**config.mk**
```make
export PLATFORM = sky130hd
export DESIGN_NAME = muldiv_dispatch
export DESIGN_NICKNAME = d
export VERILOG_FILES = /design/src/rtl/muldiv_dispatch.sv
export SDC_FILE = /design/constraint.sdc
export NUM_CORES = 1
export LEC_CHECK = 0
export CAP_MARGIN = 20
export CORE_UTILIZATION = 25
export CTS_CLUSTER_SIZE = 25
export DETAILED_ROUTE_END_ITERATION = 7
export DONT_BUFFER_PORTS = 1
export PLACE_DENSITY = 0.36
export SYNTH_ARGS = -nofsm -noshare
export SYNTH_HDL_FRONTEND = slang
export SYNTH_SLANG_ARGS = --single-unit
```
**constraint.sdc**
```tcl
create_clock -name clk -period 3.1 [get_ports clk]
set_input_delay 0.62 -clock clk [delete_from_list [all_inputs] [get_ports clk]]
set_output_delay 0.62 -clock clk [all_outputs]
set_load 0.01 [all_outputs]
```
**src/rtl/muldiv_dispatch.sv**
```systemverilog
// Multiply/divide dispatcher: MUL-class ops go to an external 1-cycle multiplier,
// DIV-class ops run a 32-step restoring divider. Define MULDIV_DIV_ZERO_FAST_EN for early divide-by-zero.
module muldiv_dispatch #(
  parameter int unsigned W_DATA  = 32,
  parameter int unsigned W_MULOP = 3
) (
  input  logic               clk,
  input  logic               rst_n,
  input  logic               op_vld,
  output logic               op_rdy,
  input  logic [W_MULOP-1:0] op,
  input  logic [W_DATA-1:0]  op_a,
  input  logic [W_DATA-1:0]  op_b,
  input  logic               op_kill,
  output logic               mul_op_vld,
  output logic [W_MULOP-1:0] mul_op,
  output logic [W_DATA-1:0]  mul_op_a,
  output logic [W_DATA-1:0]  mul_op_b,
  input  logic [W_DATA-1:0]  mul_result,
  input  logic               mul_result_vld,
  output logic [W_DATA-1:0]  result,
  output logic               result_vld
);

  localparam int unsigned W_CNT = $clog2(W_DATA);

  localparam logic [1:0] StIdle = 2'd0;
  localparam logic [1:0] StMul  = 2'd1;
  localparam logic [1:0] StDiv  = 2'd2;
  localparam logic [1:0] StFin  = 2'd3;

  logic [1:0]        state_q, state_d;
  logic [W_CNT-1:0]  cnt_q, cnt_d;
  logic [W_DATA-1:0] quo_q, quo_d;    // dividend shifting out, quotient shifting in
  logic [W_DATA-1:0] rem_q, rem_d;
  logic [W_DATA-1:0] dvsr_q, dvsr_d;
  logic              neg_quo_q, neg_quo_d;
  logic              neg_rem_q, neg_rem_d;
  logic              is_rem_q, is_rem_d;
  logic [W_DATA-1:0] result_q, result_d;

  logic              kill_act;
  logic              accept;
  logic              is_div_op;
  logic              is_signed;
  logic              sign_a, sign_b;
  logic [W_DATA-1:0] abs_a, abs_b;
  logic [W_DATA:0]   shifted, trial;
  logic [W_DATA-1:0] fin_val;

  assign kill_act  = op_kill && (state_q != StIdle);
  assign op_rdy    = ((state_q == StIdle) || (state_q == StMul)) && !kill_act;
  assign accept    = op_vld && op_rdy;
  assign is_div_op = (op >= W_MULOP'(4));
  assign is_signed = !op[0];

  assign mul_op_vld = accept && !is_div_op;
  assign mul_op     = op;
  assign mul_op_a   = op_a;
  assign mul_op_b   = op_b;

  assign sign_a = is_signed && op_a[W_DATA-1];
  assign sign_b = is_signed && op_b[W_DATA-1];
  assign abs_a  = sign_a ? (~op_a + W_DATA'(1)) : op_a;
  assign abs_b  = sign_b ? (~op_b + W_DATA'(1)) : op_b;

  // Partial remainder stays below the divisor, so one extra bit holds the trial.
  assign shifted = {rem_q, quo_q[W_DATA-1]};
  assign trial   = shifted - {1'b0, dvsr_q};

  always_comb begin
    fin_val = '0;
    if (is_rem_q) begin
      fin_val = neg_rem_q ? (~rem_q + W_DATA'(1)) : rem_q;
    end else begin
      fin_val = neg_quo_q ? (~quo_q + W_DATA'(1)) : quo_q;
    end
  end

  always_comb begin
    state_d   = state_q;
    cnt_d     = cnt_q;
    quo_d     = quo_q;
    rem_d     = rem_q;
    dvsr_d    = dvsr_q;
    neg_quo_d = neg_quo_q;
    neg_rem_d = neg_rem_q;
    is_rem_d  = is_rem_q;
    result_d  = result_q;
    case (state_q)
      StIdle, StMul: begin
        if (state_q == StMul && mul_result_vld && !kill_act) begin
          result_d = mul_result;
        end
        if (accept) begin
          if (!is_div_op) begin
            state_d = StMul;
          end else begin
            state_d   = StDiv;
            cnt_d     = '0;
            quo_d     = abs_a;
            rem_d     = '0;
            dvsr_d    = abs_b;
            neg_quo_d = (sign_a != sign_b) && (op_b != '0);
            neg_rem_d = sign_a;
            is_rem_d  = op[1];
`ifdef MULDIV_DIV_ZERO_FAST_EN
            if (op_b == '0) begin
              state_d   = StFin;
              quo_d     = '1;
              rem_d     = op_a;
              neg_quo_d = 1'b0;
              neg_rem_d = 1'b0;
            end
`endif
          end
        end else begin
          state_d = StIdle;
        end
      end
      StDiv: begin
        cnt_d = cnt_q + W_CNT'(1);
        if (!trial[W_DATA]) begin
          rem_d = trial[W_DATA-1:0];
          quo_d = {quo_q[W_DATA-2:0], 1'b1};
        end else begin
          rem_d = shifted[W_DATA-1:0];
          quo_d = {quo_q[W_DATA-2:0], 1'b0};
        end
        if (cnt_q == W_CNT'(W_DATA - 1)) begin
          state_d = StFin;
        end
      end
      StFin: begin
        if (!kill_act) begin
          result_d = fin_val;
        end
        state_d = StIdle;
      end
      default: state_d = StIdle;
    endcase
    if (kill_act) begin
      state_d = StIdle;
    end
  end

  always_ff @(posedge clk or negedge rst_n) begin
    if (!rst_n) begin
      state_q   <= StIdle;
      cnt_q     <= '0;
      quo_q     <= '0;
      rem_q     <= '0;
      dvsr_q    <= '0;
      neg_quo_q <= 1'b0;
      neg_rem_q <= 1'b0;
      is_rem_q  <= 1'b0;
      result_q  <= '0;
    end else begin
      state_q   <= state_d;
      cnt_q     <= cnt_d;
      quo_q     <= quo_d;
      rem_q     <= rem_d;
      dvsr_q    <= dvsr_d;
      neg_quo_q <= neg_quo_d;
      neg_rem_q <= neg_rem_d;
      is_rem_q  <= is_rem_d;
      result_q  <= result_d;
    end
  end

  always_comb begin
    result_vld = 1'b0;
    result     = result_q;
    if (state_q == StMul) begin
      result     = mul_result;
      result_vld = mul_result_vld && !op_kill;
    end else if (state_q == StFin) begin
      result     = fin_val;
      result_vld = !op_kill;
    end
  end

endmodule

```
==> impl_metrics.toml, run 1 <==
[clock_tree]
numClockSinks = 138
clock_tree.buffer_depth = 2
clkSlewWorstSetupHoldPaths_ns = 0.06
h-tree-depth = 4
worst_skew_pair.late_latency_ns = 0.45
cts_inserted_buffers = 17
cts-root-buf = "sky130_fd_sc_hd__clkbuf_16"
tritoncts_clock_tree = "built"

[grt]
antenna_found_initial = 2
globalRoute.totalOverflow = 0
largest_net_degree_at_the_start_of_global_routing = 139
gr-usage-all-layers = 0.183
grt_pass1_wl_mm = 67.0
vias_in_the_first_global_route = 11107

[die]
std_cell_rows = 79
core_region_area_mm2 = 0.0467
die_height_um = 220
die_width_um = 220
start_util = 0.254
die-area_mm2 = 0.0484
num_io_pins = 206

[yosys]
synth_warnings = 0
yosys.area.top_type = "sky130_fd_sc_hd__dfrtp_1"
post_synth.cell_area_avg_um2 = 7.71
post_synth_top_area_share = 0.291
number_of_distinct_standard_cells_referenced_by_the_synthesized_netlist = 69
synth.net_count = 1683
postSynthRegisterBits = 138
number_of_enable_flip_flop_cells_after_synthesis = 0
synth_area_mm2 = 0.0119
synth_seq_area_share = 0.291
synth-async-reset-ratio = 1.00
synth.area.top_cells = "sky130_fd_sc_hd__dfrtp_1, sky130_fd_sc_hd__o21ai_0, sky130_fd_sc_hd__xnor2_1"
post_synthesis_instance_total = 1540
yosys_most_used_dff = "sky130_fd_sc_hd__dfrtp_1"

[worst_setup_path]
crit_path_cell_trace = "or3_4, nor4_4, buf_4, buf_4, or4b_4, a21oi_4, xnor2_2, o21ai_2, nand2b_4, a31oi_4"
cpMaxStageDelayCell = "sky130_fd_sc_hd__or4b_4"
cp_slowest_stage_delay_ns = 0.48
critPathRequiredTime_ns = 2.48
critical_path_class = "reg -> out"
endpoint_kind = "output port"
critical_path.most_common_cell = "sky130_fd_sc_hd__buf_4"
arrival_ns = 3.03
worstPathMaxFanout = 3
crit_path_start_kind = "flip-flop"

[placement]
detailed_place_hpwl_mm = 34.0
place.port_buffers = 0
finalWeightedCongestion = 0.867
numPlacedInstances = 2187

[finish]
most-common-layout-cells = "sky130_fd_sc_hd__buf_4, sky130_fd_sc_hd__nand2_1, sky130_fd_sc_hd__o21ai_0, sky130_fd_sc_hd__nor2_1, sky130_fd_sc_hd__dfrtp_1"
nets = 1773
layout_cell_share_with_drive_strength_beyond_1 = 0.259
antennaDiodeCount = 0
syn_to_final_growth_pct = 27.9
instances_no_fill = 2250
layout.cells.most_common = "sky130_fd_sc_hd__buf_4"

[timing]
final_min_period_over_clock_period = 1.18
worst_slack_ns = -0.550
setup_viol = 24
finalHoldViolations = 138
timing.max_slew.rel_slack = 0.465
max_clock_freq_mhz = 274
report.final.slew_viol_count = 0
clock_tree_skew_after_final_layout_ns = 0.00983
rsz0062_at_grt = "true"
worst_hold_slack_ns = -0.131
worst_pin_slew_ns = 0.803
period_minus_slack_ns = 3.65

[detailed_routing]
drt_pass1_iterations = 7
wire_per_inst_um = 19.6
drc = 30
vias = 11026
antenna_violating_nets_post_route = 0
route.final.wire_length_mm = 44.0
viasPerCell = 4.90
drt-initial-drc-count = 587

[pwr]
power.density_cell_area_mw_per_mm2 = 1090
leakage_uw = 0.00651
max-vdd-ir-drop_v = 0.000457

[outcome]
result_of_the_run = "finished with violations"
failed_checks = "design-rule violations, negative hold slack, negative setup slack"

[job]
max_cap_violations = 0

[worst_hold_path]
hp-class = "in -> async"
[kinds of logic after synthesis]
kind of cell / after synthesis / share of synthesized area
xor gates and xnor gates: 141 / 0.104
AOI/OAI and AO/OA: 481 / 0.238
buffers and inverters: 210 / 0.0886
DFF: 138 / 0.291
muxes: 61 / 0.0522
adders and majority gates: 39 / 0.0417
and+or+nand+nor: 470 / 0.184
[critical path: cells and delay by family, from the launching register on]
| family | cells | cell delay [ns] |
|---|---|---|
| buf+inv | 2 | 0.26 |
| compound gates | 3 | 0.44 |
| flops | 1 | 0.40 |
| xor+xnor | 1 | 0.14 |
| simple gates | 4 | 1.34 |
[metal layers]
| metal | share of wire | GRT usage |
|---|---|---|
| met3 | 0.042 | 0.0301 |
| met2 | 0.47 | 0.307 |
| met1 | 0.46 | 0.239 |
| met5 | 0 | 0 |
| met4 | 0.024 | 0.0575 |
[cell type report]
| cell class | instances | area [um2] |
|---|---|---|
| multi-input combinational | 1193 | 8320 |
| clock buffer | 21 | 470 |
| fill | 4985 | 31500 |
| inverter | 58 | 218 |
| timing repair buffer | 222 | 1810 |
| clock inverter | 11 | 144 |
| sequential | 138 | 3460 |
| tap | 607 | 759 |
[Yosys cell counts, types with 17 or more instances]
master,count
sky130_fd_sc_hd__a21o_1,17
sky130_fd_sc_hd__a21oi_1,142
sky130_fd_sc_hd__a22oi_1,28
sky130_fd_sc_hd__buf_1,17
sky130_fd_sc_hd__buf_4,67
sky130_fd_sc_hd__clkbuf_1,60
sky130_fd_sc_hd__dfrtp_1,138
sky130_fd_sc_hd__ha_1,38
sky130_fd_sc_hd__inv_1,58
sky130_fd_sc_hd__mux2i_1,54
sky130_fd_sc_hd__nand2_1,157
sky130_fd_sc_hd__nand2b_1,19
sky130_fd_sc_hd__nand3_1,42
sky130_fd_sc_hd__nor2_1,142
sky130_fd_sc_hd__nor3_1,25
sky130_fd_sc_hd__o21ai_0,185
sky130_fd_sc_hd__o31ai_1,22
sky130_fd_sc_hd__xnor2_1,86
sky130_fd_sc_hd__xor2_1,55
[metrics by stage]
| stage | utilization | instance area [um2] | setup slack, ns | TNS [ns] | total power, uW |
|---|---|---|---|---|---|
| floorplan | - | 11900 | -0.0356 | -0.0356 | 8940 |
| global placement | 0.286 | 13400 | -0.244 | -5.82 | 12800 |
| detailed placement | 0.286 | 13400 | -0.296 | -6.57 | 12800 |
| CTS | 0.313 | 14600 | -0.559 | -9.30 | 15900 |
| global route | 0.325 | 15200 | -0.631 | -12.10 | 17900 |
| finish | 0.325 | 15200 | -0.550 | -8.57 | 16500 |
[what timing repair did]
action / CTS / global route
setup buffers: 9 / 22
gates cloned: 3 / 0
endpoints found under the hold margin: 138 / 138
setup endpoints to repair: 61 / 61
pin swaps: 67 / 74
gates resized for setup: 132 / 93
[where the power goes]
group,total [uW],leakage (uW),internal (uW),switching (uW)
logic,11100,0.00449,5130,6010
registers,3210,0.00173,2530,681
clock network,2190,0.000291,1320,866
[worst paths after layout]
path,from,endpoint,slack (ns),depth (start not counted)
worst max-delay path,quo_q[23]$_DFFE_PN0P_,result[29],-0.55,10
worst min-delay path,rst_n,quo_q[9]$_DFFE_PN0P_,-0.13,0
worst max register to register,rem_q[16]$_DFFE_PN0P_,rem_q[9]$_DFFE_PN0P_,0.15,12
worst min register to register,dvsr_q[5]$_DFFE_PN0P_,dvsr_q[5]$_DFFE_PN0P_,0.48,2
max in group asynchronous,rst_n,dvsr_q[0]$_DFFE_PN0P_,3.00,0
min in group clk,op_kill,state_q[1]$_DFFE_PN0P_,0.28,1
[sequential cells by signal, summed over array words and instances (netlist names)]
name	count
neg_rem_q	1
neg_quo_q	1
dvsr_q	32
rem_q	32
is_rem_q	1
cnt_q	5
state_q	2
quo_q	32
result_q	32
(Power assumes the default switching activity.)
==> inputs of run 2 (changes only) <==
- CTS_CLUSTER_SIZE: 25 -> unset
==> results of run 2 <==
No change in the layout: final DEF, timing and power equal those of run 1.
